File: src/rtl/wt_cache_pkg.sv
// Shared types for the write-through cache memory arbiter.
//   mem_src_e      : request/return source tag (I$ = 0, D$ = 1)
//   wt_arb_state_e : arbiter FSM state
//   wt_mem_hold_t  : captured memory request payload, sized by the Wt* widths
package wt_cache_pkg;

  localparam int unsigned WtAddrWidth = 64;
  localparam int unsigned WtDataWidth = 64;
  localparam int unsigned WtTidWidth  = 2;
  localparam int unsigned WtBeWidth   = WtDataWidth / 8;
  localparam int unsigned WtCntWidth  = 4;

  typedef enum logic {
    SRC_ICACHE = 1'b0,
    SRC_DCACHE = 1'b1
  } mem_src_e;

  typedef enum logic {
    IDLE = 1'b0,
    HOLD = 1'b1
  } wt_arb_state_e;

  typedef struct packed {
    mem_src_e               src;
    logic                   we;
    logic [WtAddrWidth-1:0] addr;
    logic [WtDataWidth-1:0] wdata;
    logic [WtBeWidth-1:0]   be;
    logic [WtTidWidth-1:0]  tid;
  } wt_mem_hold_t;

endpackage

File: src/rtl/wt_tx_credit_cnt.sv
// Outstanding-transaction credit counter for one requester.
//   clk_i, rst_i : clock, asynchronous active-high reset
//   inc_i        : a request of this source was granted
//   dec_i        : a return for this source arrived
//   full_o       : MaxTx transactions outstanding, no new request may issue
//   empty_o      : nothing outstanding
//   underflow_o  : return arrived while nothing was outstanding
module wt_tx_credit_cnt
  import wt_cache_pkg::*;
#(
  parameter int unsigned MaxTx = 1
) (
  input  logic clk_i,
  input  logic rst_i,
  input  logic inc_i,
  input  logic dec_i,
  output logic full_o,
  output logic empty_o,
  output logic underflow_o
);

  localparam logic [WtCntWidth-1:0] MaxCnt = WtCntWidth'(MaxTx);

  logic [WtCntWidth-1:0] cnt_q, cnt_d;

  // Simultaneous inc and dec leave the count unchanged; a lone dec at zero holds at zero.
  always_comb begin
    cnt_d = cnt_q;
    if (inc_i && !dec_i && (cnt_q != '1)) begin
      cnt_d = cnt_q + 1'b1;
    end else if (dec_i && !inc_i && (cnt_q != '0)) begin
      cnt_d = cnt_q - 1'b1;
    end
  end

  always_ff @(posedge clk_i or posedge rst_i) begin
    if (rst_i) begin
      cnt_q <= '0;
    end else begin
      cnt_q <= cnt_d;
    end
  end

  assign full_o      = (cnt_q >= MaxCnt);
  assign empty_o     = (cnt_q == '0);
  assign underflow_o = dec_i & empty_o;

endmodule

File: src/rtl/wt_mem_arbiter.sv
// Arbitrates the single memory request channel between I$ misses and D$ misses/writes.
//   stall_i                 : blocks capture of new requests (a held request still completes)
//   icache_* / dcache_*     : requester interfaces; ack_o is combinational in the capture cycle
//   mem_*                   : registered request to memory, held until mem_gnt_i
//   mem_rtrn_vld_i/src_i    : memory return, steered to icache/dcache_rtrn_vld_o
//   busy_o                  : a request is held or any transaction is outstanding
//   err_o                   : sticky, a return arrived for a source with nothing outstanding
module wt_mem_arbiter
  import wt_cache_pkg::*;
#(
  parameter int unsigned AddrWidth   = WtAddrWidth,
  parameter int unsigned DataWidth   = WtDataWidth,
  parameter int unsigned TidWidth    = WtTidWidth,
  parameter int unsigned IcacheMaxTx = 1,
  parameter int unsigned DcacheMaxTx = 4
) (
  input  logic                   clk_i,
  input  logic                   rst_i,
  input  logic                   stall_i,
  input  logic                   icache_req_i,
  output logic                   icache_ack_o,
  input  logic [AddrWidth-1:0]   icache_addr_i,
  input  logic [TidWidth-1:0]    icache_tid_i,
  input  logic                   dcache_req_i,
  output logic                   dcache_ack_o,
  input  logic                   dcache_we_i,
  input  logic [AddrWidth-1:0]   dcache_addr_i,
  input  logic [DataWidth-1:0]   dcache_wdata_i,
  input  logic [DataWidth/8-1:0] dcache_be_i,
  input  logic [TidWidth-1:0]    dcache_tid_i,
  output logic                   mem_req_o,
  input  logic                   mem_gnt_i,
  output logic                   mem_src_o,
  output logic                   mem_we_o,
  output logic [AddrWidth-1:0]   mem_addr_o,
  output logic [DataWidth-1:0]   mem_wdata_o,
  output logic [DataWidth/8-1:0] mem_be_o,
  output logic [TidWidth-1:0]    mem_tid_o,
  input  logic                   mem_rtrn_vld_i,
  input  logic                   mem_rtrn_src_i,
  output logic                   icache_rtrn_vld_o,
  output logic                   dcache_rtrn_vld_o,
  output logic                   busy_o,
  output logic                   err_o
);

  wt_arb_state_e state_q;
  mem_src_e      rr_q;      // source served last; the other one wins a tie
  wt_mem_hold_t  hold_q, cap;
  logic          err_q;

  logic i_full, i_empty, i_uf, i_inc, i_dec;
  logic d_full, d_empty, d_uf, d_inc, d_dec;
  logic i_elig, d_elig, pick_i, pick_d, grant;

  assign i_elig = icache_req_i & ~i_full & ~stall_i;
  assign d_elig = dcache_req_i & ~d_full & ~stall_i;

  assign pick_d = (state_q == IDLE) & d_elig & (~i_elig | (rr_q == SRC_ICACHE));
  assign pick_i = (state_q == IDLE) & i_elig & ~pick_d;

  assign icache_ack_o = pick_i;
  assign dcache_ack_o = pick_d;

  always_comb begin
    if (pick_d) begin
      cap.src   = SRC_DCACHE;
      cap.we    = dcache_we_i;
      cap.addr  = dcache_addr_i;
      cap.wdata = dcache_wdata_i;
      cap.be    = dcache_be_i;
      cap.tid   = dcache_tid_i;
    end else begin
      cap.src   = SRC_ICACHE;
      cap.we    = 1'b0;
      cap.addr  = icache_addr_i;
      cap.wdata = '0;
      cap.be    = '1;
      cap.tid   = icache_tid_i;
    end
  end

  always_ff @(posedge clk_i or posedge rst_i) begin
    if (rst_i) begin
      state_q <= IDLE;
      rr_q    <= SRC_ICACHE;
      hold_q  <= '0;
    end else begin
      unique case (state_q)
        IDLE: begin
          if (pick_i || pick_d) begin
            hold_q  <= cap;
            rr_q    <= pick_d ? SRC_DCACHE : SRC_ICACHE;
            state_q <= HOLD;
          end
        end
        HOLD: begin
          if (mem_gnt_i) begin
            state_q <= IDLE;
          end
        end
        default: state_q <= IDLE;
      endcase
    end
  end

  assign grant = (state_q == HOLD) & mem_gnt_i;
  assign i_inc = grant & (hold_q.src == SRC_ICACHE);
  assign d_inc = grant & (hold_q.src == SRC_DCACHE);
  assign i_dec = mem_rtrn_vld_i & ~mem_rtrn_src_i;
  assign d_dec = mem_rtrn_vld_i & mem_rtrn_src_i;

  wt_tx_credit_cnt #(
    .MaxTx(IcacheMaxTx)
  ) u_icache_cnt (
    .clk_i      (clk_i),
    .rst_i      (rst_i),
    .inc_i      (i_inc),
    .dec_i      (i_dec),
    .full_o     (i_full),
    .empty_o    (i_empty),
    .underflow_o(i_uf)
  );

  wt_tx_credit_cnt #(
    .MaxTx(DcacheMaxTx)
  ) u_dcache_cnt (
    .clk_i      (clk_i),
    .rst_i      (rst_i),
    .inc_i      (d_inc),
    .dec_i      (d_dec),
    .full_o     (d_full),
    .empty_o    (d_empty),
    .underflow_o(d_uf)
  );

  always_ff @(posedge clk_i or posedge rst_i) begin
    if (rst_i) begin
      err_q <= 1'b0;
    end else if (i_uf || d_uf) begin
      err_q <= 1'b1;
    end
  end

  assign mem_req_o   = (state_q == HOLD);
  assign mem_src_o   = hold_q.src;
  assign mem_we_o    = hold_q.we;
  assign mem_addr_o  = hold_q.addr;
  assign mem_wdata_o = hold_q.wdata;
  assign mem_be_o    = hold_q.be;
  assign mem_tid_o   = hold_q.tid;

  assign icache_rtrn_vld_o = i_dec;
  assign dcache_rtrn_vld_o = d_dec;

  assign busy_o = (state_q == HOLD) | ~i_empty | ~d_empty;
  assign err_o  = err_q;

endmodule

File: config.mk
export PLATFORM = sky130hd
export DESIGN_NAME = wt_mem_arbiter
export DESIGN_NICKNAME = d
export VERILOG_FILES = /design/src/rtl/wt_cache_pkg.sv /design/src/rtl/wt_tx_credit_cnt.sv /design/src/rtl/wt_mem_arbiter.sv
export SDC_FILE = /design/constraint.sdc
export NUM_CORES = 1
export LEC_CHECK = 0
export CAP_MARGIN = 20
export CORE_AREA = 2 2 139 141
export DETAILED_ROUTE_END_ITERATION = 16
export DIE_AREA = 0 0 141 143
export PLACE_DENSITY = 0.78
export SLEW_MARGIN = 40
export SYNTH_ARGS = -nofsm -noshare
export SYNTH_HDL_FRONTEND = slang
export SYNTH_HIERARCHICAL = 1
export SYNTH_SLANG_ARGS = --single-unit
File: constraint.sdc
create_clock -name clk_i -period 10.6 [get_ports clk_i]
set_input_delay 3.18 -clock clk_i [delete_from_list [all_inputs] [get_ports clk_i]]
set_output_delay 3.18 -clock clk_i [all_outputs]
set_load 0.01 [all_outputs]
==> impl_metrics.env, run 1 <==
export IMPL_synth_top_family_by_area="compound AO/OA/AOI/OAI gates"
export IMPL_syn_area_sq_um=6277
export IMPL_cpMostUsedCell="clkdlybuf4s50_1"
export IMPL_yosys_area_top_type="dfrtp_1"
export IMPL_start_util=0.3378
export IMPL_grtUsageTotal=0.2093
export IMPL_ys_warn_count=6
export IMPL_crit_family="buffers and inverters"
export IMPL_p_seq_frac=0.353
export IMPL_crit_arrival_ns=5.48
export IMPL_synth_xor_area_frac=0.005581
export IMPL_post_cts_resized=0
export IMPL_synthSimpleGateAreaFrac=0.1054
export IMPL_viasPerCell=5.244
export IMPL_drt_wirelength_per_cell_um=20.14
export IMPL_mostFrequentLayoutCells="clkdlybuf4s50_1 (359), dfrtp_1 (150), and3_1 (68)"
export IMPL_worst_slew_pin_transition_ns=0.7836
export IMPL_hpwlAfterDp_mm=14.81
export IMPL_first_pass_iters=4
export IMPL_clock_latency_ns=0.42
export IMPL_synth_compound_area_frac=0.2292
export IMPL_drv_slew=0
export IMPL_syn_nets=696
export IMPL_cts_sinks=150
export IMPL_post_route_drc_count=0
export IMPL_maxCapViolations=0
export IMPL_drtIter0Drc=349
export IMPL_worstSetupStartpointType="primary input"
export IMPL_num_io_pins=360
export IMPL_cts_root_buf="clkbuf_16"
export IMPL_synth_edff_count=0
export IMPL_gp_routability_congestion=0.7955
export IMPL_intPower_mw=1.945
export IMPL_p_leak_nw=4.782
export IMPL_ys_top_cells_by_area="dfrtp_1 (60%), a221o_1 (11%), a22o_1 (9.1%), and3_1 (6.8%), buf_2 (1.3%)"
export IMPL_max_clock_freq_mhz=115.4
export IMPL_postCtsHoldBufs=0
export IMPL_cp_max_fo=66
export IMPL_port_buffer_count=359
export IMPL_cp_slowest_stage_delay_ns=0.67
export IMPL_worstReg2RegStart="u_icache_cnt/cnt_q[0]"
export IMPL_cp_startpoint="stall_i"
export IMPL_via_count=5585
export IMPL_dieHeight_um=143
export IMPL_period_minus_slack_ns=8.662
export IMPL_synth_seq_cells=150
export IMPL_yosysSeqAreaShare=0.5980
export IMPL_ys_types=49
export IMPL_grt_antenna_before_repair=1
export IMPL_synthArstFlopShare=1.000
export IMPL_die_area_sq_um=20160
export IMPL_dp_cells=1033
export IMPL_numCtsBuffers=17
export IMPL_hp_start="err_o"
export IMPL_clk_pin_slew_ns=0.07
export IMPL_grt_max_degree=74
export IMPL_n_antenna_cell=0
export IMPL_swShare=0.3138
export IMPL_layout_commonest_cell="clkdlybuf4s50_1"
export IMPL_final_hold_violation_count=0
export IMPL_synth_top_area_share=0.5980
export IMPL_ir_drop_uv=145.8
export IMPL_status="finished, final reports clean"
export IMPL_place_ws_ns=1.906
export IMPL_cp_num_buf_inv=4
export IMPL_max_slew_margin=0.4776
export IMPL_drive_above_1_share=0.06859
export IMPL_whs_ns=0.4856
export IMPL_dominantRegCellSynth="dfrtp_1"
export IMPL_critPathKind="in2out"
export IMPL_fin_crit_sh=0.8172
export IMPL_htreeDepth=4
export IMPL_combinationalPowerShare=0.421
export IMPL_p_sw_mw=0.8894
export IMPL_fin_nets=1038
export IMPL_grt_setup_unrepaired="no"
export IMPL_grt_pass1_vias=5846
export IMPL_fin_tns_setup_ns=0
export IMPL_grt_overflow_total=0
export IMPL_worstPathCellList="clkdlybuf4s50_1 -> nor4b_4 -> nand2_2 -> inv_2 -> buf_4 -> clkdlybuf4s50_1"
export IMPL_avgSynthCellArea_sq_um=13.19
export IMPL_cts_tree="built"
export IMPL_die_x_um=141
export IMPL_core_area_sq_um=18580
export IMPL_grt_pass1_wl_mm=32.95
export IMPL_rows=50
export IMPL_synthAdderAreaFrac=0.01515
export IMPL_syn_inst=476
export IMPL_endpoint_kind="output pin"
export IMPL_clockBufferDepth=2
export IMPL_power_density_nw_per_um2=266.6
export IMPL_required_ns=7.42
export IMPL_setup_violations=0
export IMPL_power_frac_clock=0.227
export IMPL_antenna_left=0
export IMPL_fin_skew_ns=0.01013
export IMPL_worst_slack_ns=1.938
export IMPL_cpMaxStageDelayCell="clkdlybuf4s50_1"
export IMPL_area_growth_pct=69.36
export IMPL_final_instance_count_excl_fill=1065
export IMPL_postCtsSetupBuffers=0
export IMPL_hold_class="reg2reg"
export IMPL_synth_mux_area_frac=0.005182
export IMPL_routed_wirelength_mm=21.45
## cells in the mapped netlist, drive strengths merged, types with 3 or more instances
cell,count
nand3,4
and2,3
and3,69
inv,11
ha,6
xor2,3
dfrtp,150
a221o,66
o21ai,5
clkbuf,20
nor2,3
nand2,4
nor2b,4
o22a,8
a22o,65
buf,23
## stage by stage
| step | util | total power, mW | area [sq um] |
|---|---|---|---|
| global placement | 0.5388 | 2.174 | 10010 |
| global route | 0.5722 | 2.989 | 10630 |
| finish | 0.5722 | 2.834 | 10630 |
| CTS | 0.5722 | 2.861 | 10630 |
| detailed placement | 0.5390 | 2.202 | 10010 |
| floorplan | - | 1.506 | 6277 |
## flip-flops by register name, indices dropped and copies added, names as in the netlist
signal and cells:
mem_tid_o 2, mem_be_o 8, mem_addr_o 64, rr_q 1
mem_wdata_o 64, mem_req_o 1, u_dcache_cnt/cnt_q 4, mem_we_o 1
err_o 1, u_icache_cnt/cnt_q 4
## cell type report
class / count / area (sq um)
Clock buffer: 18 / 429.2
Clock inverter: 14 / 187.7
Fill cell: 1568 / 7949
Inverter: 11 / 46.29
Multi-Input combinational cell: 272 / 2272
Sequential cell: 150 / 3754
Tap cell: 234 / 292.8
Timing Repair Buffer: 366 / 3650
## final timing paths
check	end	slack, ns	cells past startpoint
max	dcache_ack_o	1.94	6
min	err_o	0.49	1
max reg2reg	mem_addr_o[58]	7.35	7
min reg2reg	err_o	0.49	1
max in group asynchronous	mem_addr_o[16]	6.18	3
min in group asynchronous	u_dcache_cnt/cnt_q[3]	3.15	2
## metal layers
metal | vias up | track usage | wire length (um)
met5 | - | 0 | 0
met4 | 0 | 0.07053 | 478
met3 | 36 | 0.06003 | 1546
met2 | 265 | 0.3492 | 10570
met1 | 2728 | 0.2625 | 8852
li1 | 2556 | - | -
## cell families (layout without fill, tap and decap cells)
family / after synthesis / in the layout
flip-flops: 150 / 150
adder cells (fa/ha/maj): 7 / 7
XOR/XNOR: 4 / 4
AND/OR/NAND/NOR: 102 / 102
buffers and inverters: 54 / 409
multiplexers: 3 / 3
AO/OA/AOI/OAI: 156 / 156
## power by group through the flow
| stage | Sequential, mW | Clock (mW) | Combinational, mW |
|---|---|---|---|
| 2_1_floorplan | 1.10 | 0 | 0.404 |
| 3_3_place_gp | 0.994 | 0 | 1.18 |
| 3_5_place_dp | 1.00 | 0 | 1.20 |
| 4_1_cts | 1.00 | 0.655 | 1.21 |
| 5_1_grt | 1.03 | 0.682 | 1.27 |
| 6_report | 1.00 | 0.642 | 1.19 |
## worst reg2reg max path, delay by kind of cell (launching register included)
kind            cells  cell delay, ns
flops               1            0.42
simple gates        2            0.94
buf+inv             2            0.71
fa+ha+maj           1            0.22
compound gates      2            0.89
Power figures use the tool's default switching activity.
==> run 2, diff against run 1 <==
--- a/config.mk
+++ b/config.mk
@@ -6,10 +6,10 @@
 export NUM_CORES = 1
 export LEC_CHECK = 0
 export CAP_MARGIN = 20
-export CORE_AREA = 2 2 139 141
+export CORE_AREA = 2 2 140 142
 export DETAILED_ROUTE_END_ITERATION = 16
-export DIE_AREA = 0 0 141 143
-export PLACE_DENSITY = 0.78
+export DIE_AREA = 0 0 142 144
+export PLACE_DENSITY = 0.77
 export SLEW_MARGIN = 40
 export SYNTH_ARGS = -nofsm -noshare
 export SYNTH_HDL_FRONTEND = slang
==> constraint.sdc (replaced) <==
create_clock -name clk_i -period 8.8 [get_ports clk_i]
set_input_delay 2.64 -clock clk_i [delete_from_list [all_inputs] [get_ports clk_i]]
set_output_delay 2.64 -clock clk_i [all_outputs]
set_load 0.01 [all_outputs]
==> run 2 against run 1 <==
Clock-buffer cell count rose by 1; register-to-register slack got worse by 1.8 ns; sequential power rose by 20%; via count rose by 0.54%; combinational power rose by 21%; sequential share of layout area rose by 0.075 points; cell count rose by 0.66%; wire length rose by 3.5%.
==> impl_metrics.env, run 2 (same netlist as run 1, synthesis figures left out) <==
export IMPL_status="finished, final reports clean"
export IMPL_postCtsSetupBuffers=0
export IMPL_multi_input_area_sq_um=2272
export IMPL_final_hold_violation_count=0
export IMPL_htreeDepth=4
export IMPL_met3_length_mm=1.892
export IMPL_drtIter0Drc=240
export IMPL_die_x_um=142
export IMPL_drt_wirelength_per_cell_um=20.70
export IMPL_cpMostUsedCell="clkdlybuf4s50_1"
export IMPL_layout_commonest_cell="clkdlybuf4s50_1"
export IMPL_power_density_nw_per_um2=314.5
export IMPL_mostFrequentLayoutCells="clkdlybuf4s50_1 (359), dfrtp_1 (150), and3_1 (68)"
export IMPL_grt_overflow_total=0
export IMPL_dr_wl_met2_mm=10.82
export IMPL_fin_nets=1040
export IMPL_place_ws_ns=1.815
export IMPL_worstPathCellList="clkdlybuf4s50_1 -> nor2b_1 -> o311a_2 -> clkdlybuf4s50_1"
export IMPL_start_util=0.3290
export IMPL_clockBufferDepth=2
export IMPL_cts_root_buf="clkbuf_16"
export IMPL_drv_slew=0
export IMPL_r2r_end="mem_addr_o[42]"
export IMPL_post_cts_resized=0
export IMPL_fin_skew_ns=0.008963
export IMPL_endpoint="icache_ack_o"
export IMPL_drt_met1_wl_mm=9.105
export IMPL_maxCapViolations=0
export IMPL_endpoint_kind="output pin"
export IMPL_fill_cells=1646
export IMPL_crit_arrival_ns=4.33
export IMPL_ir_drop_uv=188.0
export IMPL_rrSetupSlack_ns=5.51
export IMPL_area_growth_pct=69.00
export IMPL_worst_slack_ns=1.832
export IMPL_gp_routability_congestion=0.7695
export IMPL_num_io_pins=360
export IMPL_required_ns=6.16
export IMPL_grtUsageTotal=0.2116
export IMPL_core_area_sq_um=19080
export IMPL_routed_wirelength_mm=22.19
export IMPL_antenna_left=0
export IMPL_regArea_sq_um=3754
export IMPL_worst_slew_pin_transition_ns=0.7884
export IMPL_grt_antenna_before_repair=2
export IMPL_reg2regPathDepth=8
export IMPL_setup_violations=0
export IMPL_cp_max_fo=3
export IMPL_grt_setup_unrepaired="no"
export IMPL_fin_crit_sh=0.7919
export IMPL_drive_above_1_share=0.07083
export IMPL_worstSetupStartpointType="primary input"
export IMPL_max_slew_margin=0.4744
export IMPL_post_route_drc_count=0
export IMPL_viasPerCell=5.238
export IMPL_rows=51
export IMPL_critPathKind="in2out"
export IMPL_via_count=5615
export IMPL_die_area_sq_um=20450
export IMPL_clock_latency_ns=0.41
export IMPL_port_buffer_count=359
export IMPL_grt_pass1_vias=5718
export IMPL_numCtsBuffers=17
export IMPL_p_leak_nw=4.767
export IMPL_cp_startpoint="icache_req_i"
export IMPL_clk_pin_slew_ns=0.06
export IMPL_top_layer_used="met5"
export IMPL_first_pass_iters=4
export IMPL_grt_pass1_wl_mm=33.13
export IMPL_cts_sinks=150
export IMPL_cts_tree="built"
export IMPL_max_clock_freq_mhz=143.5
export IMPL_cpMaxStageDelayCell="clkdlybuf4s50_1"
export IMPL_worstReg2RegStart="u_icache_cnt/cnt_q[0]"
export IMPL_dieHeight_um=144
export IMPL_fin_tns_setup_ns=0
export IMPL_grt_max_degree=78
export IMPL_hold_class="reg2reg"
export IMPL_hpwlAfterDp_mm=15.47
export IMPL_postCtsHoldBufs=0
export IMPL_period_minus_slack_ns=6.968
export IMPL_cp_slowest_stage_delay_ns=0.57
==> run 2: cell types whose count changed in the layout (fill, tap and decap cells not counted) <==
cell and delta:
bufinv_16 -3, clkbuf_8 +1, diode_2 +1, inv_6 -2
clkinvlp_4 +1, buf_4 +1, inv_8 +1, buf_12 +1
clkinv_4 +2
==> run 2: per-layer routing <==
| metal | GRT usage | up-vias |
|---|---|---|
| li1 | - | 2564 |
| met1 | 0.2665 | 2771 |
| met2 | 0.3496 | 253 |
| met4 | 0.06316 | 2 |
| met3 | 0.06755 | 25 |
| met5 | 0 | - |
==> run 2: worst max-delay path: cells and delay by family <==
family	cells	cell delay (ns)
AO/OA/AOI/OAI	1	0.34
buffers and inverters	2	1.04
AND/OR/NAND/NOR	1	0.31
==> run 2: report_power, final <==
group | internal [mW] | switching, mW | leakage [nW]
logic | 0.885 | 0.559 | 2.64
clock network | 0.378 | 0.313 | 0.263
registers | 1.00 | 0.198 | 1.86
total | 2.27 | 1.07 | 4.77
==> run 2: stage by stage <==
stage	hold WS [ns]	utilization	area, sq um	instances	total power [mW]
floorplan	0.4933	-	6277	476	1.813
global placement	0.4573	0.5253	10020	1038	2.632
detailed placement	0.4583	0.5255	10030	1038	2.661
CTS	0.4856	0.5549	10590	1070	3.373
global route	0.5066	0.5559	10610	1071	3.527
finish	0.4778	0.5560	10610	1072	3.337
==> run 2: final cells by class <==
class,count,area share
sequential,150,0.3538
tap,238,0.02807
inverter,11,0.004364
clock buffer,19,0.04175
clock inverter,13,0.01097
multi-input combinational,272,0.2142
timing repair buffer,368,0.3466
antenna,1,0.0002359
==> run 2: how the worst min path moves through the flow <==
stage | cells after the start | slack, ns | start | end
4_1_cts | 1 | 0.49 | err_o | err_o
6_report | 1 | 0.48 | err_o | err_o
3_5_place_dp | 1 | 0.46 | err_o | err_o
5_1_grt | 1 | 0.51 | mem_wdata_o[32] | mem_wdata_o[32]
3_3_place_gp | 1 | 0.46 | err_o | err_o
2_1_floorplan | 1 | 0.49 | u_dcache_cnt/cnt_q[3] | u_dcache_cnt/cnt_q[3]
